`src/rtl/subtree_rr_arbiter.sv`:
```
// Round-robin arbiter sharing one downstream resource among the leaf instances of a sub-tree.
// Grants are held until done, request drop, or a bounded hold time, followed by one dead cycle.
module subtree_rr_arbiter #(
    parameter int N_REQ    = 5,
    parameter int MAX_HOLD = 16
) (
    input  logic                     clk,
    input  logic                     rst_n,
    input  logic [N_REQ-1:0]         req,
    input  logic [N_REQ-1:0]         done,
    output logic [N_REQ-1:0]         gnt,
    output logic [$clog2(N_REQ)-1:0] gnt_id,
    output logic                     busy,
    output logic                     timeout
);

    localparam int ID_W  = $clog2(N_REQ);
    localparam int CNT_W = $clog2(MAX_HOLD);
    localparam logic [CNT_W-1:0] HOLD_LAST = CNT_W'(MAX_HOLD - 1);
    localparam logic [ID_W-1:0]  ID_LAST   = ID_W'(N_REQ - 1);
    localparam logic [N_REQ-1:0] ONE_HOT0  = N_REQ'(1);

    typedef enum logic [1:0] {
        IDLE,
        GRANT,
        GAP
    } state_t;

    state_t            state, state_nxt;
    logic [ID_W-1:0]   ptr, ptr_nxt;
    logic [CNT_W-1:0]  hold_cnt, hold_nxt;
    logic [N_REQ-1:0]  gnt_nxt;
    logic [ID_W-1:0]   id_nxt;
    logic              busy_nxt;
    logic              timeout_nxt;
    logic              pick_valid;
    logic [ID_W-1:0]   pick_id;
    logic              release_grant;

    function automatic logic [ID_W-1:0] wrap_idx(input logic [ID_W-1:0] base, input int offset);
        int sum;
        sum = (int'(base) + offset) % N_REQ;
        return ID_W'(sum);
    endfunction

    // Walk from the highest offset down so the lowest offset from ptr wins.
    always_comb begin
        pick_valid = 1'b0;
        pick_id    = '0;
        for (int i = N_REQ - 1; i >= 0; i--) begin
            if (req[wrap_idx(ptr, i)]) begin
                pick_valid = 1'b1;
                pick_id    = wrap_idx(ptr, i);
            end
        end
    end

    // NOTE: every output of this block gets a default first, so no path can leave one unassigned and infer a latch.
    always_comb begin
        state_nxt     = state;
        ptr_nxt       = ptr;
        hold_nxt      = hold_cnt;
        gnt_nxt       = gnt;
        id_nxt        = gnt_id;
        busy_nxt      = busy;
        timeout_nxt   = 1'b0;
        release_grant = done[gnt_id] || !req[gnt_id];

        case (state)
            IDLE: begin
                if (pick_valid) begin
                    state_nxt = GRANT;
                    gnt_nxt   = ONE_HOT0 << pick_id;
                    id_nxt    = pick_id;
                    busy_nxt  = 1'b1;
                    hold_nxt  = '0;
                end
            end
            GRANT: begin
                // A voluntary release on the last allowed cycle is not a timeout.
                if (release_grant || hold_cnt == HOLD_LAST) begin
                    state_nxt   = GAP;
                    gnt_nxt     = '0;
                    id_nxt      = '0;
                    busy_nxt    = 1'b0;
                    hold_nxt    = '0;
                    ptr_nxt     = (gnt_id == ID_LAST) ? '0 : gnt_id + ID_W'(1);
                    timeout_nxt = !release_grant;
                end else begin
                    hold_nxt = hold_cnt + CNT_W'(1);
                end
            end
            GAP:     state_nxt = IDLE;
            default: state_nxt = IDLE;
        endcase
    end

    // NOTE: sequential state uses non-blocking assignments so all registers update together at the edge.
    always_ff @(posedge clk or negedge rst_n) begin
        if (!rst_n) begin
            state    <= IDLE;
            ptr      <= '0;
            hold_cnt <= '0;
            gnt      <= '0;
            gnt_id   <= '0;
            busy     <= 1'b0;
            timeout  <= 1'b0;
        end else begin
            state    <= state_nxt;
            ptr      <= ptr_nxt;
            hold_cnt <= hold_nxt;
            gnt      <= gnt_nxt;
            gnt_id   <= id_nxt;
            busy     <= busy_nxt;
            timeout  <= timeout_nxt;
        end
    end

endmodule

```
`config.mk`:
```
export PLATFORM = sky130hd
export DESIGN_NAME = subtree_rr_arbiter
export DESIGN_NICKNAME = d
export VERILOG_FILES = /design/src/rtl/subtree_rr_arbiter.sv
export SDC_FILE = /design/constraint.sdc
export NUM_CORES = 1
export LEC_CHECK = 0
export CORE_AREA = 5 5 99 101
export DETAILED_ROUTE_END_ITERATION = 10
export DIE_AREA = 0 0 104 106
export SYNTH_ARGS = -nofsm -noshare
export SYNTH_HDL_FRONTEND = slang
export SYNTH_SLANG_ARGS = --single-unit
```
`constraint.sdc`:
```
create_clock -name clk -period 4.8 [get_ports clk]
set_clock_uncertainty 0.15 [all_clocks]
set_input_delay 1.44 -clock clk [delete_from_list [all_inputs] [get_ports clk]]
set_output_delay 1.44 -clock clk [all_outputs]
set_load 0.05 [all_outputs]
```
# --- Word level (Yosys, flattened, before mapping) ---
# Cells that the tools add are included.
totals:
  regBits: 19
  inputBits: 12
  output_inout_bits: 10
  elab_cells: 82
op_classes:
  addsub: 6
  div: 5
  n_lt_le_gt_ge: 6
  eq_ne: 5
  shift: 1
  n_mux: 42
  n_reduce_logical: 10
ops:
  columns: ["cell", "count"]
  rows:
  - ["32-bit by 4-bit modulo with 32-bit output, second input constant", 4]
  - ["4-bit by 4-bit modulo with 32-bit output, second input constant", 1]
  - ["3-bit by 4-bit less-than comparator with 1-bit output, second input constant", 6]
  - ["3-bit two-way mux", 8]
  - ["1-bit binary-select mux with 3-bit select", 7]
  - ["1-bit two-way mux", 16]
  - ["5-bit two-way mux", 2]
  - ["5-bit one-hot mux with 2 select lines", 1]
  - ["3-bit by 2-bit adder with 4-bit output, second input constant", 2]
  - ["4-bit two-way mux", 2]
  - ["4-bit one-hot mux with 2 select lines", 1]
  - ["3-bit one-hot mux with 2 select lines", 1]
  - ["2-bit AND reduction", 3]
  - ["1-bit by 3-bit << shifter with 5-bit output, first input constant", 1]
  - ["3-bit by 1-bit adder with 4-bit output, second input constant", 1]
  - ["3-bit by 3-bit adder with 4-bit output, second input constant", 1]
  - ["4-bit by 1-bit adder with 4-bit output, second input constant", 1]
  - ["4-bit equality test, second input constant", 1]
  - ["2-bit two-way mux", 2]
  - ["2-bit inequality test, second input constant", 2]
  - ["2-bit one-hot mux with 2 select lines", 1]
  - ["3-bit by 1-bit adder with 3-bit output, second input constant", 1]
  - ["3-bit equality test, second input constant", 1]
  - ["3-bit AND reduction", 1]
  - ["other kinds (6)", 8]

# --- Logic depth before layout (Yosys ltp) ---
# Gate-level depths: netlist of the first run.
depth:
  word_depth: 12
  mapped_depth: 20
  mapped_depth_nobuf: 17

# --- Worst setup path before layout of the first run ---
# OpenSTA, ideal clock, no wires.
synth_path:
  path_kind: "reg2reg"
  start: "register ptr[0]"
  end: "register gnt[0]"
  setup_time_ns: 0.122
  arrival_ns: 4.214
  required_time_ns: 4.528
  slack_ns: 0.314
  stages_incl_launch_ff: 17
  n_path_buf: 2
  synth_period_minus_slack_ns: 4.486
  path_cell_list: "dfrtp_1 > buf_4 > inv_1 > ha_1 > inv_1 > ha_1 > clkbuf_1 > nand2b_1 > ha_1 > or3b_4 > a22o_1 > a211oi_4 > nor3_1 > or3_4 > o31ai_2 > nor2_1 > a32o_1"
synth_via:
  elab_chain_len: 12
  word_cells_on_any_way: 34
  cone_classes: "add/sub: 4; div: 5; eq/ne: 1; shift: 1; mux: 22; reduce/logical: 1"
synth_lines:
  columns: ["element", "line", "text"]
  rows:
  - ["start: declaration", "30", "logic [ID_W-1:0] ptr, ptr_nxt;"]
  - ["start signal: assignment", "110", "ptr <= ptr_nxt;"]
  - ["3-bit by 3-bit adder with 4-bit output", "42", "sum = (int'(base) + offset) % N_REQ;"]
  - ["32-bit by 4-bit modulo with 32-bit output", "42", null]
  - ["1-bit binary-select mux with 3-bit select", "51", "if (req[wrap_idx(ptr, i)]) begin"]
  - ["1-bit two-way mux (not written as such)", "51", null]
  - ["3-bit two-way mux (5 in a row)", "51", null]
  - ["1-bit by 3-bit << shifter with 5-bit output", "73", "gnt_nxt = ONE_HOT0 << pick_id;"]
  - ["5-bit two-way mux", "71", "if (pick_valid) begin"]
  - ["5-bit one-hot mux with 2 select lines", "69", "case (state)"]
  - ["end signal: assignment", "112", "gnt <= gnt_nxt;"]
  - ["end: declaration", "11", "output logic [N_REQ-1:0] gnt,"]
# Parallel ways exist; a longest one is shown, timed or not. The select of a mux whose other input is x is not followed.
# A chain may end at the register's enable or synchronous reset.

# --- Worst setup path in the final report of the first run ---
layout_path:
  start: "register ptr[2]"
  end: "register gnt[1]"
# The elaborated chain is that of the path after synthesis.

==> reports/results.md, run 1 <==
| Result | This run | Unit |
|---|---|---|
| Final cell count without fillers | 452 | - |
| Share of Yosys cell area claimed by the top area cell type | 18.3 | % |
| Clk slew on worst S/H paths | 0.07 | ns |
| Fraction of synthesis flops using an asynchronous set or reset pin | 100 | % |
| Number of buffers inserted by port buffering | 21 | - |
| Highest clock frequency the design can meet | 228 | MHz |
| Die area | 11,000 | um2 |
| Final worst path period need | 4.38 | ns |
| Initial antenna violation count | 0 | - |
| Die span in y | 106 | um |
| Via count of the first global-routing pass | 2,348 | - |
| Total clock buffers created by CTS | 3 | - |
| Final TNS setup | 0 | ns |
| Post-synth design cell area | 2590 | um2 |
| Count of unique library cells instantiated by Yosys | 68 | - |
| Post-detail-place hpwl | 5320 | um |
| Global-route usage over all layers | 11.9 | % |
| Final RePlAce weighted congestion | 0.926 | - |
| Outcome | complete, no violations | - |
| Placement row count | 35 | - |
| Largest net degree at the start of global routing | 32 | - |
| Number of flops mapped to enable cells by yosys | 0 | - |
| Fraction of the yosys area taken by sequential cells | 18.3 | % |
| Nets@finish | 377 | - |
| Yosys warning total | 0 | - |
| CTS Buffer Depth | 2 | - |
| Top cell type by total area after synthesis | dfrtp_1 | - |
| Post-CTS setup repair buffer count | 0 | - |
| Pins Over Slew Limit | 0 | - |
| Antenna Nets Post-Route | 0 | - |
| Category of the critical setup timing path | reg -> reg | - |
| Category of the worst setup path launch point | flip-flop | - |
| Setup-violating endpoint count in the final report | 0 | - |
| Final routed DRC violation total | 0 | - |
| CP max stage delay | 0.46 | ns |
| Number of buffer and inverter instances along the worst setup path | 2 | - |
| Number of ports placed on the die boundary | 22 | - |
| Number of hold-slack violations in the final timing report | 0 | - |
| Synth-to-Final Area Change | 15.4 | % |
| Hold_ws | 0.334 | ns |
| Number of instances in the placed design | 448 | - |
| Max-slew headroom at the worst pin | 43.5 | % |
| Endpoint arrival time on the critical path | 4.43 | ns |
| Detailed-router iteration count before antenna repair | 4 | - |
| Largest delay contributor family on the critical path | compound AO/OA/AOI/OAI gates | - |
| Mean instance size in the synthesized netlist | 8.05 | um2 |
| CTS tree | yes | - |
| Detailed-route wire length | 6760 | um |
| Layout cells sized above 1 | 10.6 | % |
| Number of vias per cell | 5.50 | - |
| Critical Path Fanout Max | 9 | - |
| Sequence of cells on the critical path | inv_1 -> ha_1 -> o21a_1 -> a21oi_1 -> xnor2_2 -> ha_1 -> inv_1 -> o221ai_2 -> nand2_1 -> o31ai_1 -> o32ai_1 -> or3_4 -> o41ai_4 -> nand2b_4 -> a22o_1 | - |
| # Max-Cap Violations | 0 | - |
| Ys flop type | dfrtp_1 | - |
| CP required | 4.85 | ns |
| Final global-route overflow total | 0 | - |
| Syn_nets | 357 | - |
| Kind of path behind the tightest hold check | reg -> reg | - |
| Critical path endpoint category | flip-flop | - |
| Unrepaired setup endpoints after global routing | false | - |
| Initial standard-cell utilization of the core | 29.0 | % |
| Wire length of the first global-routing pass | 11,100 | um |
| Number of instances in the synthesized netlist | 322 | - |
| Post-route cell area | 2990 | um2 |
| Die boundary width | 104 | um |
| Starting DRC count in detailed routing | 151 | - |
| Detail-routed net length per standard cell | 15.0 | um |
| Total cell area at the placement stage | 2930 | um2 |
| Core Box Area | 8930 | um2 |
| Vias post-DR | 2,487 | - |
| Total clock sinks | 19 | - |
| Area contributors post-synth | dfrtp_1, ha_1, mux2i_1, o21ai_0, inv_1 | - |
| Number of synthesized register bits | 19 | - |
| Tightest Pin Transition | 0.846 | ns |
| Slowest cell on the critical path | dfrtp_1 | - |
| Diodes inserted | 0 | - |
| Max H-tree Level | 1 | - |
| Clock insertion delay at the later pin of the skew report | 0.25 | ns |
| Clock root buffer | clkbuf_8 | - |
| Period utilization | 91.3 | % |
## layout by cell type (no fill, tap or decap), types with 3 or more instances in the layout
master,count
inv_1,23
nand2_1,23
o21ai_0,23
ha_1,22
clkdlybuf4s50_1,21
dfrtp_1,19
nor2_1,17
a21oi_1,16
mux2i_1,12
nor2b_1,9
buf_4,9
nand2b_1,8
o211ai_1,8
nor3_1,7
xnor2_1,6
o22ai_1,6
nand3_1,5
a211o_1,5
a21o_1,5
a31oi_1,4
or3_1,4
a22oi_1,4
and2_1,4
a211oi_1,4
a22o_1,4
o31ai_1,4
nor3b_1,4
o32a_1,3
o21ai_1,3
mux2_2,3
a311oi_1,3
nor4_1,3
and3_1,3
clkbuf_8,3
## through the flow
stage | worst slack (ns) | util [%]
global route | 0.0511 | 33.5
finish | 0.416 | 33.5
detailed placement | 0.178 | 32.7
global placement | 0.196 | 32.7
floorplan | 0.314 | -
CTS | 0.327 | 33.3
## cell usage after synthesis, types with 2 or more instances
| cell type | number |
|---|---|
| nand2b_1 | 9 |
| o22a_1 | 2 |
| a21o_1 | 5 |
| xnor2_1 | 7 |
| nand2_1 | 23 |
| a22oi_1 | 4 |
| dfrtp_1 | 19 |
| a211oi_1 | 4 |
| a211o_1 | 5 |
| or3_1 | 4 |
| clkbuf_1 | 5 |
| a22o_1 | 4 |
| nor3b_1 | 4 |
| nand3_1 | 5 |
| nor4_1 | 3 |
| nor2_1 | 17 |
| mux2i_1 | 12 |
| o22ai_1 | 6 |
| o21ai_0 | 23 |
| a311oi_1 | 3 |
| ha_1 | 23 |
| a32o_1 | 2 |
| a21oi_1 | 16 |
| buf_6 | 2 |
| o21a_1 | 2 |
| buf_2 | 6 |
| a31oi_1 | 4 |
| o31ai_1 | 4 |
| o32a_1 | 3 |
| and3_1 | 3 |
| and2_1 | 4 |
| mux2_2 | 3 |
| nor3_1 | 7 |
| nor2b_1 | 9 |
| inv_2 | 2 |
| inv_1 | 23 |
| or2_2 | 2 |
| o211ai_1 | 8 |
| o2bb2ai_1 | 2 |
| o21ai_1 | 3 |
| and4b_1 | 2 |
| o32ai_1 | 2 |
## routing by layer
layer	GRT usage, %	routed length, um
met1	15.3	3140
met2	20.0	3210
met3	1.34	199
met4	4.90	211
met5	0	0
## state kept, by name, indices dropped and copies added, names as in the netlist
name,flops
gnt_id,3
gnt,5
state,2
hold_cnt,4
ptr,3
busy,1
timeout,1
## final timing paths
| path | start | endpoint | slack, ns | cells past startpoint |
|---|---|---|---|---|
| max | ptr[2] | gnt[1] | 0.42 | 15 |
| max reg2reg | ptr[2] | gnt[1] | 0.42 | 15 |
| min reg2reg | gnt[4] | gnt[4] | 0.33 | 1 |
| min | gnt[4] | gnt[4] | 0.33 | 1 |
| min in group asynchronous | rst_n | hold_cnt[0] | 1.52 | 1 |
| max in group asynchronous | rst_n | state[0] | 2.46 | 1 |
## final cells by class
type                       instances  area, um2
tap                              111        139
timing repair buffer              30        278
sequential                        19        475
fill                             967       5940
multi-input combinational        263       1960
clock buffer                       3       41.3
clock inverter                     1       5.00
inverter                          25       93.8
## cells by family (layout without fill, tap and decap cells)
kind of cell	count (synthesis)	count (layout)	share of synthesized area (%)
and+or+nand+nor	97	97	20.1
AOI/OAI and AO/OA	119	119	34.4
adders and majority gates	23	23	11.1
DFF	19	19	18.3
buffers and inverters	40	59	6.81
muxes	15	15	5.94
xor gates and xnor gates	9	9	3.33
## worst register-to-register path, delay by kind of cell, from the launching register on
family                   cells  cell delay [ns]
AO/OA/AOI/OAI                7             1.80
XOR/XNOR                     1             0.18
adder cells (fa/ha/maj)      2             0.61
buffers and inverters        2             0.21
flip-flops                   1             0.46
AND/OR/NAND/NOR              3             0.90
## timing repair
item,4_1_cts,5_1_grt
endpoints found under the hold margin,0,0
endpoints found under the setup margin,0,9
resized for setup,0,4
hold buffers,0,0
Power of run 1 is not shown: default switching activity piles up to over one toggle a cycle in this logic, so the estimate is an artifact.
==> inputs of run 2 (changes only) <==
--- a/config.mk
+++ b/config.mk
@@ -8,6 +8,7 @@
 export CORE_AREA = 5 5 99 101
 export DETAILED_ROUTE_END_ITERATION = 10
 export DIE_AREA = 0 0 104 106
+export SETUP_SLACK_MARGIN = 0.2
 export SYNTH_ARGS = -nofsm -noshare
 export SYNTH_HDL_FRONTEND = slang
 export SYNTH_SLANG_ARGS = --single-unit
==> run 2 against run 1 <==
Critical path depth fell by 5. Register-to-register slack gained 0.14 ns. Sequential cell count unchanged. Non-clock buffer count unchanged. Clock-buffer cell count unchanged. Critical path type is now in -> reg. Final area increased by 0.67%. Die area unchanged. Via count up 0.80%. Final cell count increased by 0.22%. Maximum frequency grew 1.4%. Global-route usage unchanged.
==> reports/results.md, run 2 (synthesis results as in run 1) <==
| Result | This run | Unit | Change |
|---|---|---|---|
| Number of ports placed on the die boundary | 22 | - | unchanged |
| Total clock sinks | 19 | - | unchanged |
| Detailed-router iteration count before antenna repair | 4 | - | unchanged |
| Category of the critical setup timing path | in -> reg | - |  |
| Category of the worst setup path launch point | input port | - |  |
| Die span in y | 106 | um | unchanged |
| Detailed-route wire length | 6780 | um | +0.38% |
| Diodes inserted | 0 | - | unchanged |
| Largest net degree at the start of global routing | 32 | - | unchanged |
| Tightest Pin Transition | 0.845 | ns | -0.0000440 ns |
| Die area | 11,000 | um2 | unchanged |
| Final routed DRC violation total | 0 | - | unchanged |
| Synth-to-Final Area Change | 16.1 | % |  |
| Worst-case setup margin in the final layout | 0.477 | ns | +0.0605 ns |
| Pins Over Slew Limit | 0 | - | unchanged |
| Reg with most FFs | gnt | - |  |
| Worst Setup Slack post-DPL | 0.178 | ns | unchanged |
| Starting DRC count in detailed routing | 129 | - | -15% |
| Number of buffers inserted by hold repair at cts | 0 | - | unchanged |
| Critical path endpoint category | flip-flop | - |  |
| Number of buffers inserted by port buffering | 21 | - | unchanged |
| Initial antenna violation count | 0 | - | unchanged |
| Detail-routed net length per standard cell | 15.0 | um | +0.16% |
| Die boundary width | 104 | um | unchanged |
| Period utilization | 90.1 | % | -1.3 points |
| Clock root buffer | clkbuf_8 | - |  |
| Vias post-DR | 2,507 | - | +0.80% |
| Number of vias per cell | 5.53 | - | +0.58% |
| Highest clock frequency the design can meet | 231 | MHz | +1.4% |
| CTS Buffer Depth | 2 | - | unchanged |
| Max H-tree Level | 1 | - | unchanged |
| Final TNS setup | 0 | ns | unchanged |
| Final RePlAce weighted congestion | 0.926 | - | unchanged |
| Critical Path Fanout Max | 11 | - | +2 |
| Final worst path period need | 4.32 | ns | -0.0605 ns |
| CP required | 4.80 | ns | -0.05 ns |
| Largest registers | gnt x5, hold_cnt x4 | - |  |
| Via count of the first global-routing pass | 2,348 | - | unchanged |
| Post-route core utilization | 33.7 | % | +0.22 points |
| Total clock buffers created by CTS | 3 | - | unchanged |
| Most frequent cells in the layout | inv_1, nand2_1, o21ai_0 | - |  |
| Post-detail-place hpwl | 5320 | um | unchanged |
| Setup-violating endpoint count in the final report | 0 | - | unchanged |
| Flip-flop count of the largest register after layout | 5 | - | unchanged |
| # Max-Cap Violations | 0 | - | unchanged |
| Clock insertion delay at the later pin of the skew report | 0.25 | ns | about the same |
| Layout cells sized above 1 | 11.7 | % | +1.1 points |
| Outcome | complete, no violations | - |  |
| Worst hold path depth | 1 | - | unchanged |
| Kind of path behind the tightest hold check | reg -> reg | - |  |
| Wire length of the first global-routing pass | 11,100 | um | unchanged |
| Placement row count | 35 | - | unchanged |
| Final global-route overflow total | 0 | - | unchanged |
| CTS tree | yes | - |  |
| Nets@finish | 378 | - | +0.27% |
| Post-CTS setup repair buffer count | 0 | - | unchanged |
| Resize count post-CTS | 0 | - | unchanged |
| Clk slew on worst S/H paths | 0.07 | ns | about the same |
| Number of hold-slack violations in the final timing report | 0 | - | unchanged |
| Number of cells on the worst reg-to-reg path | 15 | - | unchanged |
| Max-slew headroom at the worst pin | 43.5 | % | about the same |
| Antenna Nets Post-Route | 0 | - | unchanged |
| Core Box Area | 8930 | um2 | unchanged |
| Unrepaired setup endpoints after global routing | false | - |  |
| Endpoint arrival time on the critical path | 4.32 | ns | -0.11 ns |
| Initial standard-cell utilization of the core | 29.0 | % | unchanged |
| Global-route usage over all layers | 11.9 | % | unchanged |
==> run 2: cell count changes in the layout (fill, tap and decap cells not counted), sizes merged <==
cell | before | now
nand2b | 9 | 10
==> run 2: final timing paths <==
path                         from     endpoint  slack [ns]
setup reg to reg           ptr[0]       gnt[1]        0.56
hold reg to reg            gnt[4]       gnt[4]        0.33
setup / recovery           req[3]       gnt[0]        0.48
min in group asynchronous   rst_n  hold_cnt[0]        1.52
max in group asynchronous   rst_n       ptr[2]        2.40
hold / removal             gnt[4]       gnt[4]        0.33
==> run 2: critical path, cell delays in order <==
cell and delay, ns:
clkdlybuf4s50_1 0.77, mux2i_1 0.14, mux2_2 0.28, a311oi_1 0.26
o211ai_1 0.19, a21oi_1 0.26, a41oi_1 0.21, o31ai_1 0.39
inv_1 0.14, a32o_1 0.24
==> run 2: cell type report <==
type	count	area, um2
Clock buffer	3	41.3
Clock inverter	1	5.00
Fill cell	965	5920
Inverter	25	96.3
Multi-Input combinational cell	264	1970
Sequential cell	19	477
Tap cell	111	139
Timing Repair Buffer	30	278
==> run 2: per-stage QoR <==
stage                     hold slack, ns  area (um2)  instances
after global routing               0.370        3010        453
after CTS                          0.341        2970        452
after detailed placement           0.317        2930        448
final                              0.333        3010        453
after global placement             0.328        2930        448
after floorplan                    0.295        2590        322
==> run 2: per-layer routing <==
| metal | GRT usage [%] | routed length (um) | vias to the layer above |
|---|---|---|---|
| met4 | 4.90 | 218 | 0 |
| met5 | 0 | 0 | - |
| met1 | 15.3 | 3220 | 1190 |
| li1 | - | - | 1245 |
| met3 | 1.34 | 166 | 18 |
| met2 | 20.0 | 3180 | 54 |
Power of run 2 is left out for the same reason.
==> inputs of run 3 (changes only) <==
--- a/config.mk
+++ b/config.mk
@@ -5,9 +5,9 @@
 export SDC_FILE = /design/constraint.sdc
 export NUM_CORES = 1
 export LEC_CHECK = 0
-export CORE_AREA = 5 5 99 101
+export CORE_AREA = 5 5 138 74
 export DETAILED_ROUTE_END_ITERATION = 10
-export DIE_AREA = 0 0 104 106
+export DIE_AREA = 0 0 143 79
 export SETUP_SLACK_MARGIN = 0.2
 export SYNTH_ARGS = -nofsm -noshare
 export SYNTH_HDL_FRONTEND = slang
==> run 3 against run 2 <==
Register-to-register slack lost 0.13 ns. Routed wire length grew 15%. Maximum frequency shrank 1.1%. First-iteration DRC count grew 110%. Sequential share of layout area shrank 0.51 points. Die area grew 2.5%. Sequential cell count is the same. Global-route usage grew 2.3 points. Final area grew 3.0%.
==> reports/results.md, run 3 (synthesis results as in run 1) <==
| Result | This run | Unit | Change |
|---|---|---|---|
| Hold path startpoint | gnt[4] | - |  |
| Number of vias per cell | 5.52 | - | -0.21% |
| # Max-Cap Violations | 0 | - | unchanged |
| Flip-flop count of the largest register after layout | 5 | - | unchanged |
| Final worst path period need | 4.37 | ns | +0.0479 ns |
| Unrepaired setup endpoints after global routing | false | - |  |
| Initial antenna violation count | 0 | - | unchanged |
| Category of the critical setup timing path | reg -> reg | - |  |
| Most frequent cells in the layout | inv_1, nand2_1, o21ai_0 | - |  |
| Tightest Pin Transition | 0.943 | ns | +0.0972 ns |
| CTS tree | yes | - |  |
| Detail-routed net length per standard cell | 16.7 | um | +12% |
| Hold_ws | 0.341 | ns | +0.00735 ns |
| Setup-violating endpoint count in the final report | 0 | - | unchanged |
| Detailed-router iteration count before antenna repair | 4 | - | unchanged |
| Highest clock frequency the design can meet | 229 | MHz | -1.1% |
| Largest net degree at the start of global routing | 32 | - | unchanged |
| Critical Path Fanout Max | 16 | - | +5 |
| Clock insertion delay at the later pin of the skew report | 0.26 | ns | about the same |
| Number of buffers inserted by port buffering | 21 | - | unchanged |
| Nets@finish | 382 | - | +1.1% |
| Clk slew on worst S/H paths | 0.06 | ns | about the same |
| Initial standard-cell utilization of the core | 28.7 | % | -0.34 points |
| Category of the worst setup path launch point | flip-flop | - |  |
| Max H-tree Level | 1 | - | unchanged |
| Global-route usage over all layers | 14.2 | % | +2.3 points |
| Endpoint of the worst-slack reg-to-reg timing path | gnt[3] | - |  |
| Post-detail-place hpwl | 6140 | um | +15% |
| Core Box Area | 9040 | um2 | +1.2% |
| Number of buffers inserted by hold repair at cts | 0 | - | unchanged |
| Final cell count without fillers | 467 | - | +3.1% |
| Vias post-DR | 2,579 | - | +2.9% |
| Antenna Nets Post-Route | 0 | - | unchanged |
| Worst hold path depth | 1 | - | unchanged |
| Final RePlAce weighted congestion | 0.897 | - | -3.1% |
| Via count of the first global-routing pass | 2,336 | - | -0.51% |
| Total clock buffers created by CTS | 3 | - | unchanged |
| Hold EP | gnt[4] | - |  |
| Synth-to-Final Area Change | 19.7 | % |  |
| Die area | 11,300 | um2 | +2.5% |
| Reg with most FFs | gnt | - |  |
| Reg2reg start | ptr[1] | - |  |
| Placement row count | 25 | - | -29% |
| Die boundary width | 143 | um | +38% |
| Number of instances in the placed design | 462 | - | +3.1% |
| Die span in y | 79 | um | -25% |
| Starting DRC count in detailed routing | 269 | - | +110% |
| Outcome | complete, no violations | - |  |
| Pins Over Slew Limit | 0 | - | unchanged |
| Final global-route overflow total | 0 | - | unchanged |
| Final routed DRC violation total | 0 | - | unchanged |
| Total cell area at the placement stage | 2970 | um2 | +1.5% |
| Total clock sinks | 19 | - | unchanged |
| CP required | 4.84 | ns | +0.04 ns |
| Final TNS setup | 0 | ns | unchanged |
| Number of cells on the worst reg-to-reg path | 14 | - | -1 |
| Detailed-route wire length | 7800 | um | +15% |
| Kind of path behind the tightest hold check | reg -> reg | - |  |
| Post-route cell area | 3100 | um2 | +3.0% |
| CTS Buffer Depth | 2 | - | unchanged |
| Max-slew headroom at the worst pin | 37.0 | % | -6.5 points |
| Period utilization | 91.1 | % | +1.0 points |
| Layout cells sized above 1 | 13.3 | % | +1.6 points |
| Critical path endpoint category | flip-flop | - |  |
| Clock root buffer | clkbuf_16 | - |  |
| Worst R2R Setup Slack | 0.43 | ns | -0.13 ns |
| Number of ports placed on the die boundary | 22 | - | unchanged |
| Diodes inserted | 0 | - | unchanged |
| Wire length of the first global-routing pass | 12,800 | um | +15% |
| Endpoint arrival time on the critical path | 4.41 | ns | +0.09 ns |
| Number of hold-slack violations in the final timing report | 0 | - | unchanged |
| Largest registers | gnt x5, hold_cnt x4 | - |  |
==> run 3: cell types whose count changed in the layout (fill, tap and decap cells not counted), sizes merged <==
cell,change
buf,+5
clkinv,-1
clkinvlp,+1
nand2b,-1
==> run 3: worst max-delay path by stage <==
stage	startpoint	to	slack, ns
finish	ptr[1]	gnt[3]	0.43
global route	ptr[1]	gnt[1]	0.21
CTS	ptr[1]	gnt[0]	0.38
detailed placement	req[3]	gnt[0]	0.27
global placement	req[3]	gnt[0]	0.25
floorplan	ptr[0]	gnt[0]	0.31
==> run 3: per-layer routing <==
metal	vias up	share of wire [%]	global-route usage, %
li1	1249	-	-
met1	1209	57	24.8
met2	115	36	17.9
met3	6	6.7	2.11
met4	0	0.38	1.14
met5	-	0	0
==> run 3: stage by stage <==
step	setup WS, ns	util [%]
6_report	0.429	34.3
5_1_grt	0.206	34.3
4_1_cts	0.379	33.7
3_5_place_dp	0.274	32.8
3_3_place_gp	0.253	32.8
2_1_floorplan	0.314	-
==> run 3: repair_timing <==
| action | CTS | global route |
|---|---|---|
| setup buffers | 0 | 1 |
| endpoints found under the setup margin | 0 | 9 |
| resized for setup | 0 | 10 |
==> run 3: layout make-up <==
| cell class | instances | area (um2) |
|---|---|---|
| fillers | 926 | 5940 |
| clock buffers | 3 | 75.1 |
| repair buffers | 35 | 315 |
| well taps | 121 | 151 |
| clock inverters | 1 | 7.51 |
| inverters | 25 | 96.3 |
| flip-flops and latches | 19 | 475 |
| multi-input cells | 263 | 1980 |
==> run 3: worst max-delay path: stages, from the launching register on <==
cell and delay, ns:
dfrtp_1 0.40, buf_4 0.21, ha_1 0.26, buf_4 0.22, a21oi_4 0.21, inv_1 0.17
ha_1 0.37, or3b_4 0.40, a221oi_2 0.41, a211o_1 0.17, nor3_1 0.08, or3_4 0.40
o41ai_4 0.43, nand2b_4 0.25, a22o_1 0.16
Power of run 3 is left out for the same reason.
==> RTL edit 1 (config.mk and constraints of run 2) <==
Remove the register `timeout`: a continuous assignment takes its place, so the output `timeout` follows one clock earlier. Comments in the files are not updated.
--- a/src/rtl/subtree_rr_arbiter.sv
+++ b/src/rtl/subtree_rr_arbiter.sv
@@ -104,7 +104,6 @@
             gnt      <= '0;
             gnt_id   <= '0;
             busy     <= 1'b0;
-            timeout  <= 1'b0;
         end else begin
             state    <= state_nxt;
             ptr      <= ptr_nxt;
@@ -112,9 +111,10 @@
             gnt      <= gnt_nxt;
             gnt_id   <= id_nxt;
             busy     <= busy_nxt;
-            timeout  <= timeout_nxt;
         end
     end
 
+    assign timeout = timeout_nxt;
+
 endmodule
 
Behaviour: same outputs for any inputs over 4 cycles, from zero or initial values and one cycle with rst_n low; that may be too few to reach the edited logic, so the function may still have changed.
==> RTL edit 1 against run 2 <==
  * Worst setup slack got worse by 0.24 ns
  * Core utilization rose by 2.5 points
  * Routed wire length rose by 17%
  * Synthesized cell count rose by 10%
  * Sequential cell count fell by 1
  * Final area rose by 7.4%
  * Area after synthesis rose by 5.8%
  * Critical path type is now primary input to output port
  * Highest routed layer unchanged
Power is left out: the tool's default activity adds up to more than one toggle a clock period on the data nets, which glitch-free logic cannot reach.
==> RTL edit 1: results (changes against run 2) <==
• 2816 — vias after detailed routing, +12%
• 6.182 mm — dpl hpwl, +16%
• busy — Worst Min Path Start
• 493 — final instance count without filler cells, +8.8%
• completed — result of the run
• 16.43% — sequential area share after synthesis, -1.9 points
• busy — Min-Delay Endpoint
• sky130_fd_sc_hd__nand2_1 (33), sky130_fd_sc_hd__nor2_1 (26), sky130_fd_sc_hd__ha_1 (23) — top cells by count, synth
• 18 — post-cts resize count, +18
• 1.761% — routing usage on met3, +0.43 points
• sky130_fd_sc_hd__dfrtp_1 — top flip-flop cell by instance count after synthesis
• 0 — post-CTS setup buffer count, unchanged
• 418 — Total Nets Final, +11%
• 0.39 ns — reg-to-reg setup timing slack, -0.17 ns
• 974 — Filler Cell Count, +0.93%
• 47.08% — headroom to the max-slew limit, +3.6 points
• 0.003167 mm^2 — placement-stage cell area, +8.3%
• 3.674 mm — wl on met1, +14%
• 17.94% — post-synthesis to final-layout area growth
• sky130_fd_sc_hd__or3b_4 — Slowest cell on crit path
• 19.45% — met1 layer usage reported by global route, +4.1 points
• 390 um — met3 wire length, +130%
• 390 — Post-Synthesis Net Count, +9.2%
• 23.59% — fraction of met2 tracks used by global routing, +3.6 points
• 75 — Distinct cells, synth, +10%
• 2 — largest fanout on the critical path, -9
• 0 — Final Hold Viols, unchanged
• 0.3435 ns — Hold Worst Slack, +0.01011 ns
• compound AO/OA/AOI/OAI gates — kind of cell adding the most delay to the critical path
• -0.2017 ns — worst setup slack after placement, -0.3794 ns
• 2.97 ns — Arr. time, crit path, -1.35 ns
• 219.3 MHz — peak clock frequency supported by timing, -5.2%
• 355 — number of standard cells after synthesis, +10%
• ptr[1] — launching point of the worst reg2reg path
• 0.9308 — final weighted congestion in routability-driven placement, +0.55%
• sky130_fd_sc_hd__dfrtp_1 (16%), sky130_fd_sc_hd__ha_1 (10%), sky130_fd_sc_hd__nand2_1 (4.5%), sky130_fd_sc_hd__a21oi_1 (4.0%), sky130_fd_sc_hd__nor2_1 (3.6%) — biggest area contributors in the synthesized netlist
• 16.49% — share of post-route cells with drive strength above 1, +4.8 points
• 13.44 mm — first-pass GRT wire length, +21%
• 7.909 mm — DRT Wirelength, +17%
• 0.41 ns — Crit path largest cell delay, -0.36 ns
-- RTL edit 1: cell families (layout without fill, tap and decap cells) --
kind of cell	after synthesis	in the layout	synth area share, %
AO/OA/AOI/OAI	133	133	35.51
XOR/XNOR	8	8	2.830
adder cells (fa/ha/maj)	23	23	10.50
buffers and inverters	37	64	5.340
flip-flops	18	18	16.43
multiplexers	13	13	6.253
AND/OR/NAND/NOR	123	123	23.14
-- RTL edit 1: worst max path at each step --
stage | start | endpoint | depth (start not counted)
after CTS | req[2] | timeout | 8
after global placement | req[4] | timeout | 8
after detailed placement | req[4] | timeout | 8
final | req[1] | timeout | 8
after floorplan | ptr[0] | gnt[0] | 19
after global routing | ptr[1] | gnt[1] | 15
-- RTL edit 1: final cells by class --
class / count / area share (%)
clock buffer: 4 / 1.703
inverter: 24 / 2.786
multi-input combinational: 300 / 67.57
sequential: 18 / 13.93
tap: 111 / 4.296
timing repair buffer: 36 / 9.714
==> RTL edit 2 (flow settings as in run 2) <==
Made on the original files. Change the parameter `N_REQ` from 5 to 4.
--- a/src/rtl/subtree_rr_arbiter.sv
+++ b/src/rtl/subtree_rr_arbiter.sv
@@ -1,7 +1,7 @@
 // Round-robin arbiter sharing one downstream resource among the leaf instances of a sub-tree.
 // Grants are held until done, request drop, or a bounded hold time, followed by one dead cycle.
 module subtree_rr_arbiter #(
-    parameter int N_REQ    = 5,
+    parameter int N_REQ    = 4,
     parameter int MAX_HOLD = 16
 ) (
     input  logic                     clk,
Ports: changed (resized done, gnt, gnt_id and req); port bits go from 22 to 18. The function was not compared with the original's and may differ.
==> RTL edit 2 against run 2 <==
  * Area after synthesis decreased by 67%
  * Final area fell by 60%
  * Count of clock-buffer cells in the layout unchanged
  * Worst setup slack improved by 1.0 ns
  * Routed wire length decreased by 70%
  * Via count is 72% lower
  * Critical path depth decreased by 5
  * Sequential cell count fell by 3
  * First-iteration DRC count is 61% lower
  * Largest cell class unchanged
  * Highest routed layer unchanged
==> RTL edit 2: results (changes against run 2) <==
• 0.58 ns — Crit path largest cell delay, -0.19 ns
• 2 — number of cells on the worst hold path, +1
• 17 — port buffer count, -19%
• 212 — final instance count without filler cells, -53%
• 3.29 ns — Arr. time, crit path, -1.03 ns
• 1037 — Filler Cell Count, +7.5%
• 17 — largest net degree at the start of global routing, -47%
• 2.950% — arithmetic-cell share of the synthesized area counting full adders, half adders and majority gates, -8.2 points
• 1.589 mm — dpl hpwl, -70%
• 1.226 ns — worst setup slack after placement, +1.049 ns
• 21.39% — Synth Area in Compound Gates, -13 points
• 9.656 um — Routed wire per std cell, -36%
• 10.47 um^2 — post-synthesis area per instance, +30%
• completed — result of the run
• 2.83 ns — reg-to-reg setup timing slack, +2.27 ns
• 0.7428 ns — worst-margin pin slew, -0.1027 ns
• 115 — Total Nets Final, -70%
• 0% — xor and xnor fraction of the mapped netlist area, -3.3 points
• ptr[1] — destination of the worst register-to-register timing path
• busy — Worst Min Path Start
• gnt_id[1] — launching point of the worst reg2reg path
• 6.931% — share of post-route cells with drive strength above 1, -4.8 points
• sky130_fd_sc_hd__mux4_2 — Slowest cell on crit path
• busy — Min-Delay Endpoint
• gnt (4), hold_cnt (4) — largest registers
• 3.363 — vias per cell, -39%
• 3.567 mm — first-pass GRT wire length, -68%
• 93 — Post-Synthesis Net Count, -74%
• 3.969% — Overall Global Routing Usage, -7.9 points
• 68.95% — period utilization, -21 points
• sky130_fd_sc_hd__dfrtp_1 (16), sky130_fd_sc_hd__nor2_1 (6), sky130_fd_sc_hd__inv_1 (5), sky130_fd_sc_hd__nand2_1 (5) — top cells by count, synth
• 33 — Distinct cells, synth, -51%
• 47.20% — sequential area share after synthesis, +29 points
• 0.7061 — final weighted congestion in routability-driven placement, -24%
• 9 — largest fanout on the critical path, -2
• 3 — logic depth of the worst register-to-register path, -12
==> RTL edit 2: cell count changes after synthesis, sizes merged, moves of 11 or more <==
| cell | change |
|---|---|
| a21oi | -15 |
| inv | -20 |
| o21ai | -23 |
| nand2 | -18 |
| ha | -21 |
| nor2 | -11 |
==> RTL edit 2: worst max path at each step <==
stage / from / endpoint / cells past startpoint
3_5_place_dp: req[0] / ptr[1] / 5
5_1_grt: req[0] / ptr[1] / 5
3_3_place_gp: req[3] / ptr[1] / 5
6_report: req[0] / ptr[1] / 5
2_1_floorplan: req[3] / ptr[0] / 4
4_1_cts: req[0] / ptr[1] / 5
==> RTL edit 2: cell families after synthesis <==
logic type                 after synthesis
and+or+nand+nor                         30
AOI/OAI and AO/OA                       23
DFF                                     16
buffers and inverters                    5
muxes                                    5
adders and majority gates                2
==> RTL edit 2: cell type report <==
class / count / area (um^2) / share of cell area [%]
clock buffers: 3 / 41.29 / 3.445
well taps: 111 / 138.9 / 11.59
inverters: 5 / 18.77 / 1.566
repair buffers: 17 / 170.2 / 14.20
flip-flops and latches: 16 / 400.4 / 33.40
multi-input cells: 60 / 429.2 / 35.80
==> RTL edit 2: metal layers <==
layer  up-vias  share of wire [%]  track usage [%]  wire length, um
li1        347                  -                -                -
met3         5                5.2            1.214              106
met4         0                2.3            1.850               48
met1       343                 47            4.961              969
met2        18                 45            6.239              923
met5         -                  0                0                0
==> RTL edit 2: metrics by stage <==
| step | area (um^2) | hold slack (ns) |
|---|---|---|
| 2_1_floorplan | 848.3 | 0.3259 |
| 3_3_place_gp | 1157 | 0.3432 |
| 3_5_place_dp | 1157 | 0.3411 |
| 4_1_cts | 1199 | 0.3638 |
| 5_1_grt | 1199 | 0.3746 |
| 6_report | 1199 | 0.3580 |
==> RTL edit 2: worst max-delay path, delay by kind of cell <==
kind / cells / cell delay, ns
simple gates: 1 / 0.18
compound gates: 1 / 0.23
mux: 2 / 0.93
buf+inv: 1 / 0.51
==> RTL edit 2: power breakdown <==
part,switching [W],total (W),internal [W]
logic,0.000210,0.000352,0.000141
registers,0.0000502,0.000233,0.000183
clock network,0.0000464,0.000102,0.0000557
